`src/rtl/bcd_to_bin.sv`:
```
// bcd_to_bin: sequential BCD-to-binary converter (reverse double-dabble).
// Each CALC cycle shifts {bcd, bin} right by one bit, then subtracts 3 from
// every BCD digit that reached 8 or more. After BIN_DIGITS shifts the binary
// result sits in bin_q.
// Optional feature: define BCD2BIN_CHECK_EN to add the err output. err flags
// any input digit greater than 9 at the accepted start.
module bcd_to_bin #(
  parameter  int BCD_DIGITS = 4,
  localparam int BIN_DIGITS = (BCD_DIGITS * 3322 + 999) / 1000,
  localparam int CNT_W      = $clog2(BIN_DIGITS + 1)
) (
  input  logic                        clk,
  input  logic                        arst_n,
  input  logic                        start,
  input  logic [BCD_DIGITS-1:0][3:0]  bcd_in,
  output logic [BIN_DIGITS-1:0]       bin_out,
  output logic                        done,
`ifdef BCD2BIN_CHECK_EN
  output logic                        err,
`endif
  output logic                        rdy
);

  typedef enum logic [1:0] {
    S_IDLE = 2'd0,
    S_CALC = 2'd1,
    S_DONE = 2'd2
  } state_t;

  state_t                       state_q, state_d;
  logic [BCD_DIGITS-1:0][3:0]   bcd_q, bcd_d;
  logic [BIN_DIGITS-1:0]        bin_q, bin_d;
  logic [CNT_W-1:0]             n_q, n_d;

  logic [BCD_DIGITS*4-1:0]      bcd_sh;
  logic [BCD_DIGITS-1:0][3:0]   bcd_step;
  logic [BIN_DIGITS-1:0]        bin_step;
  logic [3:0]                   dig;
  logic                         accept;
  logic                         last_step;

  assign accept    = (state_q == S_IDLE) && start;
  assign last_step = (n_q == CNT_W'(1));

  // State and datapath registers, asynchronously cleared
  always_ff @(posedge clk or negedge arst_n) begin
    if (!arst_n) begin
      state_q <= S_IDLE;
      bcd_q   <= '0;
      bin_q   <= '0;
      n_q     <= '0;
    end else begin
      state_q <= state_d;
      bcd_q   <= bcd_d;
      bin_q   <= bin_d;
      n_q     <= n_d;
    end
  end

  // Next-state logic
  always_comb begin
    state_d = state_q;
    case (state_q)
      S_IDLE:  if (start) state_d = S_CALC;
      S_CALC:  if (last_step) state_d = S_DONE;
      S_DONE:  state_d = S_IDLE;
      default: state_d = S_IDLE;
    endcase
  end

  // One reverse double-dabble step: the bcd digits shift right as one vector
  // (the top digit takes in a 0), then each digit that is 8 or more gets 3 subtracted
  always_comb begin
    bcd_sh   = bcd_q >> 1;
    bin_step = {bcd_q[0][0], bin_q[BIN_DIGITS-1:1]};
    bcd_step = '0;
    dig      = '0;
    for (int i = 0; i < BCD_DIGITS; i++) begin
      dig         = bcd_sh[4*i +: 4];
      bcd_step[i] = (dig >= 4'd8) ? (dig - 4'd3) : dig;
    end
  end

  // Datapath register inputs: load on an accepted start, step while in CALC
  always_comb begin
    bcd_d = bcd_q;
    bin_d = bin_q;
    n_d   = n_q;
    if (accept) begin
      bcd_d = bcd_in;
      bin_d = '0;
      n_d   = CNT_W'(BIN_DIGITS);
    end else if (state_q == S_CALC) begin
      bcd_d = bcd_step;
      bin_d = bin_step;
      n_d   = n_q - CNT_W'(1);
    end
  end

`ifdef BCD2BIN_CHECK_EN
  logic err_q, err_d;
  logic digit_bad;

  // Flag any operand digit above 9
  always_comb begin
    digit_bad = 1'b0;
    for (int i = 0; i < BCD_DIGITS; i++) begin
      if (bcd_in[i] > 4'd9) digit_bad = 1'b1;
    end
  end

  // err updates only on an accepted start and holds otherwise
  always_comb begin
    err_d = err_q;
    if (accept) err_d = digit_bad;
  end

  // err register
  always_ff @(posedge clk or negedge arst_n) begin
    if (!arst_n) err_q <= 1'b0;
    else         err_q <= err_d;
  end

  assign err = err_q;
`endif

  // FSM outputs
  always_comb begin
    rdy     = (state_q == S_IDLE);
    done    = (state_q == S_DONE);
    bin_out = bin_q;
  end

endmodule
```
`config.mk`:
```
export PLATFORM = sky130hd
export DESIGN_NAME = bcd_to_bin
export DESIGN_NICKNAME = d
export VERILOG_FILES = /design/src/rtl/bcd_to_bin.sv
export SDC_FILE = /design/constraint.sdc
export NUM_CORES = 1
export LEC_CHECK = 0
export BUFFER_PORTS_ARGS = -buffer_cell sky130_fd_sc_hd__buf_2
export CAP_MARGIN = 15
export CORE_MARGIN = 4
export CORE_UTILIZATION = 49
export DETAILED_ROUTE_END_ITERATION = 7
export PLACE_DENSITY = 0.74
export SLEW_MARGIN = 20
export SYNTH_ARGS = -nofsm -noshare
export SYNTH_HDL_FRONTEND = slang
export SYNTH_SLANG_ARGS = --single-unit
```
`constraint.sdc`:
```
create_clock -name clk -period 1.28 [get_ports clk]
set_input_delay 0.256 -clock clk [delete_from_list [all_inputs] [get_ports clk]]
set_output_delay 0.256 -clock clk [all_outputs]
set_load 0.02 [all_outputs]
```
==> results by group <==
Placement
  – GPL Wtd Cong: between 0.7 and 0.8
  – Placed insts: about 290
  – DP Wirelength: 2.774 mm
  – PortBufs: 34

Clocking
  – CTS H-Tree Depth: 2
  – Root Buffer: clkbuf_8
  – Num CTS Buffers: 5
  – Num Clock Sinks: 36
  – CTS tree: yes
  – Clk buf depth: 2
  – Worst-skew pair later-pin latency: between 200 and 300 ps
  – Clock slew at reported path FFs: approximately 70 ps

STA
  – Final setup vio count: 13
  – RSZ-0062 raised after global routing: yes
  – PnR worst setup slack: -66.87 ps
  – Final hold viol count: 0
  – Slew @ Worst Pin: 406.5 ps
  – Fmax: approximately 740 MHz
  – Slew margin rel.: 72.90%
  – Clock skew: about 6.4 ps
  – Period utilization: 105.2%
  – Setup TNS Final: -354.0 ps
  – Post-layout minimum cycle time: between 1000 and 1500 ps
  – Final Slew Violations: 0

Synthesis
  – Syn avg cell area: 9.194 sq um
  – YS warnings: 0
  – Synth Flop Type: dfrtp_1
  – Number of enable flip-flop cells after synthesis: 0
  – Ranking of synthesized cells by area: dfrtp_1 49%, nand2_1 10%, o21ai_0 5.7%
  – Number of synthesized register bits: 36
  – Post-synth cell types: 31
  – Syn nets: 228
  – Synth top area share: about half
  – Cell count after synthesis: roughly 200
  – Post-synth ARST share: 100.0%
  – Sequential element share of the synthesized area: between 40% and 50%
  – Cell taking the most area after synthesis: dfrtp_1
  – Post-Syn Area: between 1500 and 2000 sq um

GRT
  – Grt total ovfl: 0
  – First-pass GRT wire length: 6.989 mm
  – GR Util All Layers: between 10% and 20%
  – Maximum number of pins on one net before global-route repair: 22
  – Vias in the first global route: 1,552
  – Initial antenna violation count: 0

Setup path
  – Worst R2R End: bcd_q[1]$_DFFE_PN0P_
  – Crit path depth: 3
  – Crit-path max cell delay: ~420 ps
  – Crit-path slowest cell: dfrtp_1
  – CP endpoint: done
  – Worst R2R Path Depth: 4
  – Buf+Inv Stages, Crit Path: 2
  – Worst setup EP type: output pin
  – CP Data Required Time: a little over 1000 ps
  – CP Class: register to output pin
  – Reg2reg setup slack: -40 ps
  – FF-to-FF Start: state_q[1]$_DFFE_PN0P_
  – Critical path arrival: ~1100 ps
  – Cell family with most CP delay: flip-flops
  – Crit path cell chain: buf_6, nor2b_4, buf_6
  – CP Max Fanout: 6
  – Most frequent CP cell: buf_6
  – Critical Path Source: state_q[1]$_DFFE_PN0P_
  – Crit start category: register

Finish
  – # nets final: approximately 280
  – Layout cells sized above 1: a little under 30%
  – Fin cells: 300
  – Area Overhead vs Synth: 27.42%
  – Antenna cells: 0

Job
  – Max-Cap Viols: 0

Die
  – Initial Utilization: between 50% and 60%
  – Die footprint: 4818 sq um
  – Top Ports: 35
  – Area of the core: about 3700 sq um
  – Die height: between 60 and 70 um
  – Rows: 22
  – Die W: a little under 70 um

Routing
  – Vias per cell: 5.217
  – Per-cell routed wire length: between 10 and 15 um
  – First-pass iteration count of the detailed router: 4
  – Initial DRC count: between 80 and 90
  – Detail Route Antenna Nets: 0
  – # DRC: 0
  – WL final: 3.999 mm
  – Vias: ~1.6k

Run status
  – Status: finished with violations
  – Failing checks: setup timing

Power and ir drop
  – Worst vdd ir: 0.001262 V
  – Cell Pwr Density: ~2300 nW/um^2
  – Leakage: roughly 1.2 nW

Hold path
  – Hold crit path type: input port to register
area by class of cell:
type | count | area (sq um)
timing repair buffer | 55 | 390.4
sequential | 36 | 900.9
clock buffer | 8 | 90.09
tap | 48 | 60.06
multi-input combinational | 144 | 879.6
inverter | 9 | 33.78
fill | 313 | 1306
worst register-to-register path: cells and delay by family, from the launching register on:
kind / cells / cell delay (ps)
flip-flops: 1 / 420
AO/OA/AOI/OAI: 2 / 170
AND/OR/NAND/NOR: 1 / 440
buffers and inverters: 1 / 170
placed cells by master, fill, tap and decap left out, drive strengths merged:
cell          n
ha            8
xor2          3
or3b          1
and3b         3
o211ai        5
o21bai        1
nor2          5
clkbuf        8
inv           9
and2          1
and3          1
dlygate4sd3   1
mux2i         1
nor3b         2
nand2b        3
a21oi         5
dfrtp        36
a31oi         2
nor2b         5
nor4          1
xnor2         3
o211a         3
o21ai        22
buf          54
nand2        50
nand3        18
nand4         1
cell usage after synthesis (5+ instances only):
library cell / number
nand2_1: 50
dfrtp_1: 36
o21ai_0: 21
nand3_1: 11
inv_1: 9
buf_2: 8
ha_1: 8
nand3_2: 7
a21oi_1: 5
nor2_1: 5
nor2b_1: 5
o211ai_1: 5
how the worst min path moves through the flow:
stage	to	cells past startpoint	startpoint
final	bcd_q[5]$_DFFE_PN0P_	3	bcd_in[5]
after CTS	bcd_q[5]$_DFFE_PN0P_	3	bcd_in[5]
after global placement	bcd_q[1]$_DFFE_PN0P_	1	arst_n
after global routing	bcd_q[8]$_DFFE_PN0P_	3	bcd_in[8]
after floorplan	bcd_q[0]$_DFFE_PN0P_	0	arst_n
after detailed placement	bcd_q[1]$_DFFE_PN0P_	1	arst_n
power by group:
group / switching [mW] / internal, mW
clock: 0.383 / 0.439
combinational: 1.32 / 1.12
sequential: 0.480 / 1.63
total: 2.18 / 3.19
timing repair:
action                     4_1_cts  5_1_grt
gates resized for setup          9        9
setup endpoints to repair       16       36
pin swaps                        1        0
buffers inserted                 3        0
hold buffers                     1        0
hold endpoints to repair        15        0
per-stage QoR:
step                area, sq um  total power [mW]  hold WS [ps]  setup slack [ps]  util [%]
global placement           2167             4.321         202.2             5.311     59.19
finish                     2355             5.369         175.6            -66.87     64.32
floorplan                  1852             3.635        -39.59             5.690         -
global route               2355             5.850         180.6            -110.2     64.32
CTS                        2325             5.368         167.9            -101.4     63.50
detailed placement         2167             4.419         208.5            -46.35     59.19
routing by layer:
metal  global-route usage (%)  vias to the layer above  share of wire [%]
met5                        0                        -                  0
met4                    5.857                        0                1.8
met3                    5.362                        7                4.9
met2                    29.45                       28                 50
met1                    22.36                      763                 43
li1                         -                      767                  -
registers in the layout, indices dropped and copies added, names as in the netlist:
| name | flops |
|---|---|
| bcd_q | 16 |
| bin_out | 14 |
| n_q | 4 |
| state_q | 2 |
cells by family after synthesis:
logic type	synth area share, %
and+or+nand+nor	24.98
AOI/OAI and AO/OA	12.05
DFF	48.75
buffers and inverters	5.417
adders and majority gates	5.417
xor gates and xnor gates	2.844
muxes	0.5417
No activity file was read; power rests on OpenSTA's default activity.
